`config.mk`:
```
export PLATFORM = sky130hd
export DESIGN_NAME = load_store_unit
export DESIGN_NICKNAME = d
export VERILOG_FILES = /design/src/rtl/lsu_pkg.sv /design/src/rtl/lsu_align.sv /design/src/rtl/load_store_unit.sv
export SDC_FILE = /design/constraint.sdc
export NUM_CORES = 1
export LEC_CHECK = 0
export ABC_CLOCK_PERIOD_IN_PS = 10680
export BUFFER_PORTS_ARGS = -buffer_cell sky130_fd_sc_hd__buf_2
export CAP_MARGIN = 20
export CORE_ASPECT_RATIO = 1.4
export CORE_UTILIZATION = 54
export DETAILED_ROUTE_END_ITERATION = 10
export MAX_ROUTING_LAYER = met4
export PLACE_DENSITY = 0.95
export SLEW_MARGIN = 20
export SYNTH_ARGS = -nofsm -noshare
export SYNTH_HDL_FRONTEND = slang
export SYNTH_SLANG_ARGS = --single-unit
```
`constraint.sdc`:
```
create_clock -name clk -period 10.68 [get_ports clk]
set_input_delay 2.136 -clock clk [delete_from_list [all_inputs] [get_ports clk]]
set_output_delay 2.136 -clock clk [all_outputs]
set_load 0.02 [all_outputs]
```
`src/rtl/lsu_pkg.sv`:
```
// Shared types and funct3 encodings for the load/store unit.
package lsu_pkg;

  typedef enum logic [1:0] {
    IDLE = 2'd0,
    REQ  = 2'd1,
    WAIT = 2'd2,
    DONE = 2'd3
  } lsu_state_t;

  localparam logic [2:0] F3_B  = 3'b000;
  localparam logic [2:0] F3_H  = 3'b001;
  localparam logic [2:0] F3_W  = 3'b010;
  localparam logic [2:0] F3_BU = 3'b100;
  localparam logic [2:0] F3_HU = 3'b101;

endpackage

```
`src/rtl/lsu_align.sv`:
```
// Combinational datapath: store lane steering, load extraction/extension and
// the illegal/misaligned access flag.
module lsu_align
  import lsu_pkg::*;
(
  input  logic        is_load,
  input  logic        is_store,
  input  logic [2:0]  funct3,
  input  logic [1:0]  offset,
  input  logic [31:0] wdata,
  input  logic [31:0] rword,
  output logic [3:0]  wstrb,
  output logic [31:0] wdata_lane,
  output logic [31:0] rdata_ext,
  output logic        illegal
);

  logic [31:0] shifted;

  assign shifted = rword >> {offset, 3'b000};

  always_comb begin
    wstrb      = 4'b1111;
    wdata_lane = wdata;
    case (funct3)
      F3_B: begin
        wstrb      = 4'b0001 << offset;
        wdata_lane = {4{wdata[7:0]}};
      end
      F3_H: begin
        wstrb      = 4'b0011 << offset;
        wdata_lane = {2{wdata[15:0]}};
      end
      default: ;
    endcase
  end

  always_comb begin
    rdata_ext = '0;
    case (funct3)
      F3_B:    rdata_ext = {{24{shifted[7]}}, shifted[7:0]};
      F3_BU:   rdata_ext = {24'h0, shifted[7:0]};
      F3_H:    rdata_ext = {{16{shifted[15]}}, shifted[15:0]};
      F3_HU:   rdata_ext = {16'h0, shifted[15:0]};
      F3_W:    rdata_ext = shifted;
      default: rdata_ext = '0;
    endcase
  end

  always_comb begin
    illegal = 1'b0;
    if (is_load && is_store)
      illegal = 1'b1;
    if (is_load && (funct3 == 3'b011 || funct3 == 3'b110 || funct3 == 3'b111))
      illegal = 1'b1;
    if (is_store && !(funct3 == F3_B || funct3 == F3_H || funct3 == F3_W))
      illegal = 1'b1;
    if ((funct3 == F3_H || funct3 == F3_HU) && offset[0])
      illegal = 1'b1;
    if (funct3 == F3_W && offset != 2'b00)
      illegal = 1'b1;
  end

endmodule

```
`src/rtl/load_store_unit.sv`:
```
// RV32I memory stage: valid/grant data port, byte-lane handling, core stall.
// Optional macro LSU_TIMEOUT_EN aborts accesses stuck in REQ/WAIT for TIMEOUT cycles.
module load_store_unit
  import lsu_pkg::*;
#(
  parameter int unsigned TIMEOUT = 255
) (
  input  logic        clk,
  input  logic        rst,
  input  logic        req_valid,
  input  logic        is_load,
  input  logic        is_store,
  input  logic [2:0]  funct3,
  input  logic [31:0] addr,
  input  logic [31:0] wdata,
  output logic        req_ready,
  output logic        stall,
  output logic        resp_valid,
  output logic [31:0] rdata,
  output logic        err,
  output logic        mem_req,
  output logic        mem_we,
  output logic [31:0] mem_addr,
  output logic [3:0]  mem_wstrb,
  output logic [31:0] mem_wdata,
  input  logic        mem_gnt,
  input  logic        mem_rvalid,
  input  logic [31:0] mem_rdata
);

  // Handshake: the core holds req_valid until resp_valid; the request is
  // taken in IDLE and the core retires at the clock edge that ends DONE.

  lsu_state_t  state;
  logic        ld_q;
  logic [2:0]  f3_q;
  logic [1:0]  off_q;
  logic        idle;
  logic        accept;
  logic        al_load;
  logic        al_store;
  logic [2:0]  al_f3;
  logic [1:0]  al_off;
  logic [3:0]  al_wstrb;
  logic [31:0] al_wdata;
  logic [31:0] al_rdata;
  logic        al_illegal;

`ifdef LSU_TIMEOUT_EN
  localparam int CNT_W = (TIMEOUT > 255) ? $clog2(TIMEOUT + 1) : 8;
  logic [CNT_W-1:0] cnt;
  logic             expired;
  assign expired = (cnt == CNT_W'(TIMEOUT - 1));
`endif

  assign idle      = (state == IDLE);
  assign accept    = idle && req_valid && (is_load || is_store);
  assign req_ready = idle;
  assign stall     = accept || (state == REQ) || (state == WAIT);

  // Decode live inputs at accept time, latched fields afterwards for extraction.
  assign al_load  = idle ? is_load  : ld_q;
  assign al_store = idle ? is_store : !ld_q;
  assign al_f3    = idle ? funct3   : f3_q;
  assign al_off   = idle ? addr[1:0] : off_q;

  lsu_align u_align (
    .is_load    (al_load),
    .is_store   (al_store),
    .funct3     (al_f3),
    .offset     (al_off),
    .wdata      (wdata),
    .rword      (mem_rdata),
    .wstrb      (al_wstrb),
    .wdata_lane (al_wdata),
    .rdata_ext  (al_rdata),
    .illegal    (al_illegal)
  );

  always_ff @(posedge clk or posedge rst) begin
    if (rst) begin
      state      <= IDLE;
      mem_req    <= 1'b0;
      mem_we     <= 1'b0;
      resp_valid <= 1'b0;
      err        <= 1'b0;
      rdata      <= '0;
      mem_addr   <= '0;
      mem_wstrb  <= '0;
      mem_wdata  <= '0;
      ld_q       <= 1'b0;
      f3_q       <= '0;
      off_q      <= '0;
`ifdef LSU_TIMEOUT_EN
      cnt        <= '0;
`endif
    end else begin
      case (state)
        IDLE: begin
          if (accept) begin
            ld_q  <= is_load;
            f3_q  <= funct3;
            off_q <= addr[1:0];
            if (al_illegal) begin
              state      <= DONE;
              resp_valid <= 1'b1;
              err        <= 1'b1;
              rdata      <= '0;
            end else begin
              state     <= REQ;
              mem_req   <= 1'b1;
              mem_we    <= is_store;
              mem_addr  <= {addr[31:2], 2'b00};
              mem_wstrb <= is_store ? al_wstrb : 4'b0000;
              mem_wdata <= is_store ? al_wdata : 32'h0;
`ifdef LSU_TIMEOUT_EN
              cnt       <= '0;
`endif
            end
          end
        end
        REQ: begin
          if (mem_gnt) begin
            mem_req <= 1'b0;
            mem_we  <= 1'b0;
            if (ld_q) begin
              state <= WAIT;
            end else begin
              state      <= DONE;
              resp_valid <= 1'b1;
              err        <= 1'b0;
              rdata      <= '0;
            end
          end
`ifdef LSU_TIMEOUT_EN
          else if (expired) begin
            mem_req    <= 1'b0;
            mem_we     <= 1'b0;
            state      <= DONE;
            resp_valid <= 1'b1;
            err        <= 1'b1;
            rdata      <= '0;
          end else begin
            cnt <= cnt + 1'b1;
          end
          if (mem_gnt) cnt <= cnt + 1'b1;
`endif
        end
        WAIT: begin
          if (mem_rvalid) begin
            state      <= DONE;
            resp_valid <= 1'b1;
            err        <= 1'b0;
            rdata      <= al_rdata;
          end
`ifdef LSU_TIMEOUT_EN
          else if (expired) begin
            state      <= DONE;
            resp_valid <= 1'b1;
            err        <= 1'b1;
            rdata      <= '0;
          end else begin
            cnt <= cnt + 1'b1;
          end
`endif
        end
        DONE: begin
          state      <= IDLE;
          resp_valid <= 1'b0;
          err        <= 1'b0;
        end
        default: state <= IDLE;
      endcase
    end
  end

endmodule

```
==> results by group <==
Drt
  • Antenna-violating nets left: 0
  • Vias per cell: 5.94
  • First drt pass iteration count: 5
  • WL per Instance: 19.7 um
  • Number of DRC markers in iteration 0: 384
  • # DRC: 0
  • Detailed Route WL: 17400 um
  • Vias: 5255

Yosys
  • Post-synthesis xor/xnor area fraction: 0%
  • Prevailing post-synth register cell: dfrtp_1
  • Mux cell area share after synthesis: 16.6%
  • Synth Area in Compound Gates: 19.0%
  • Async S/R FF share, synth: 100%
  • Syn avg cell area: 10.6 sq um
  • Post-Synth Simple-Gate Area: 11.0%
  • Main combinational cell family by area after synthesis: compound AO/OA/AOI/OAI gates
  • Mapped cell area: 0.00587 sq mm
  • Netlist cell types: 61
  • Post-synth EDFFs: 0
  • Synth warn: 0
  • Synth Area in Adders: 0.853%
  • Seq/Total Area, Yosys: 46.9%
  • Yosys reg bits: 110
  • Mapped Cells: 555

Worst setup path
  • RR Startpoint: state[0]
  • Crit path DAT: 3.17 ns
  • CP required: 8.54 ns
  • Setup crit end kind: output port
  • Kind of critical path: in2out
  • FF-to-FF path depth: 8
  • CP max FO: 19
  • Reg2Reg Setup Slack: 6.66 ns
  • Startpoint Class: input pin
  • Reg2Reg Capture Point: mem_addr[23]

Timing
  • Tmin final: 5.31 ns
  • Worst-Margin Slew: 1.06 ns
  • Fin crit share: 49.7%
  • Fin. Hold Viols: 0
  • Final setup vio count: 0
  • Final worst setup slack: 5.37 ns
  • Clock Skews: 0.00781 ns
  • Setup TNS Final: 0 ns
  • Max-slew violations: 0
  • Slew Limit Headroom: 29.2%
  • RSZ-0062 raised after global routing: no
  • Max Freq: 188 MHz

Placement
  • Routability cong.: 0.975
  • Area after DPL: 0.00690 sq mm
  • DP Worst Slack: 5.37 ns
  • Post-DP HPWL: 13000 um
  • IO Port Bufs: 209

Layout
  • Fill count: 836
  • Storage element area: 0.00275 sq mm
  • Commonest non-fill, non-tap cell in the layout: buf_2
  • Final nets: 851
  • Layout area overhead: 23.1%
  • Area of the multi-input gates: 0.00281 sq mm
  • Share of layout cells above drive strength 1: 41.0%
  • Final Instance Area: 0.00722 sq mm
  • Highest-count cells in the layout ignoring fill and taps: buf_2 (209), dfrtp_1 (110), mux2_2 (57)

CTS
  • Root Buffer: clkbuf_16
  • Post-cts resize count: 0
  • Cts-stage hold buffer count: 0
  • Clk_lat worst skew: 0.36 ns
  • Clock Path Buffers: 2
  • CTS H-Tree Depth: 3
  • # Post-CTS Setup Buffers: 0
  • Reg clk slew, reported paths: 0.07 ns
  • CTS sink cnt: 110
  • Inserted Clock Buffers: 9
  • CTS tree: done

Outcome
  • Status: complete, no violations

Global routing
  • GRT Total Usage: 32.3%
  • First-pass GRT wire length: 27600 um
  • Vias in the first global route: 5306
  • Initial antenna violation count: 1
  • Congestion Overflow GR: 0
  • Largest net degree at the start of global routing: 64

Floorplan
  • Row count: 44
  • I/O Pins: 212
  • Die ar.: 0.0113 sq mm
  • Die Y: 125 um
  • Die Wd: 90.1 um
  • Core area: 0.0105 sq mm
  • Initial Util: 56.1%

Run
  • Max-cap violations: 0

Pwr
  • PD cells: 335 mW/mm^2
  • Peak supply drop: 193 uV
  • Leak pwr: 3.59 nW

Worst hold path
  • Min-Delay Path Class: reg2reg
  • Hold wc startpoint: resp_valid
  • Hold-critical path depth: 1
  • Worst Hold Path EP: resp_valid
-- area by class of cell --
| cell class | instances | share of cell area [%] |
|---|---|---|
| Clock buffer | 9 | 3.12 |
| Tap cell | 138 | 2.39 |
| Timing Repair Buffer | 215 | 15.7 |
| Clock inverter | 7 | 0.797 |
| Antenna cell | 1 | 0.0346 |
| Multi-Input combinational cell | 387 | 38.9 |
| Inverter | 18 | 0.970 |
| Sequential cell | 110 | 38.1 |
-- metrics by stage --
| stage | utilization (%) | power (W) | hold slack (ns) | instances |
|---|---|---|---|---|
| floorplan | - | 0.00170 | 0.517 | 556 |
| global placement | 65.7 | 0.00201 | 0.463 | 865 |
| detailed placement | 66.0 | 0.00207 | 0.469 | 866 |
| CTS | 68.7 | 0.00240 | 0.492 | 882 |
| global route | 69.1 | 0.00256 | 0.513 | 885 |
| finish | 69.1 | 0.00242 | 0.488 | 885 |
-- metal layers --
metal	wire [um]	global-route usage [%]	vias up	share of wire, %
met2	8940	54.4	248	51
met5	0	-	-	0
li1	-	-	2395	-
met1	6790	37.7	2554	39
met4	778	15.6	0	4.5
met3	891	4.81	58	5.1
-- critical path: stages --
cell and delay, ns:
buf_2 0.21, o211ai_1 0.55, nand2_1 0.09, buf_2 0.18
-- cell usage after synthesis (all sizes together), types with 17 or more instances --
library cell / instances / area (sq um)
a21oi: 30 / 154
buf: 25 / 194
dfrtp: 110 / 2750
inv: 17 / 63.8
mux2: 62 / 698
mux2i: 27 / 274
nand2: 54 / 203
nand3: 24 / 120
nor2: 27 / 101
o21ai: 51 / 259
o2bb2ai: 23 / 226
-- power breakdown --
group | switching (W) | internal (W)
logic | 0.000845 | 0.000525
clock network | 0.000160 | 0.000162
registers | 0.000128 | 0.000604
total | 0.00113 | 0.00129
-- kinds of logic after synthesis --
group / count (synthesis)
muxes: 89
DFF: 110
adders and majority gates: 4
buffers and inverters: 59
other: 1
and+or+nand+nor: 136
AOI/OAI and AO/OA: 156
-- how the worst max path moves through the flow --
stage | startpoint | end | slack, ns | cells past startpoint
after global routing | is_store | stall | 5.25 | 4
final | is_store | stall | 5.37 | 4
after global placement | is_store | stall | 5.42 | 4
after detailed placement | is_store | stall | 5.37 | 4
after floorplan | is_store | stall | 5.57 | 3
after CTS | is_store | stall | 5.36 | 4
-- flip-flops by register name, indices dropped and copies added (netlist names), 2 cells and up --
name and count:
mem_wdata 32, mem_wstrb 4, f3_q 3, state 2
mem_addr 30, off_q 2, rdata 32
Power figures use the tool's default switching activity.
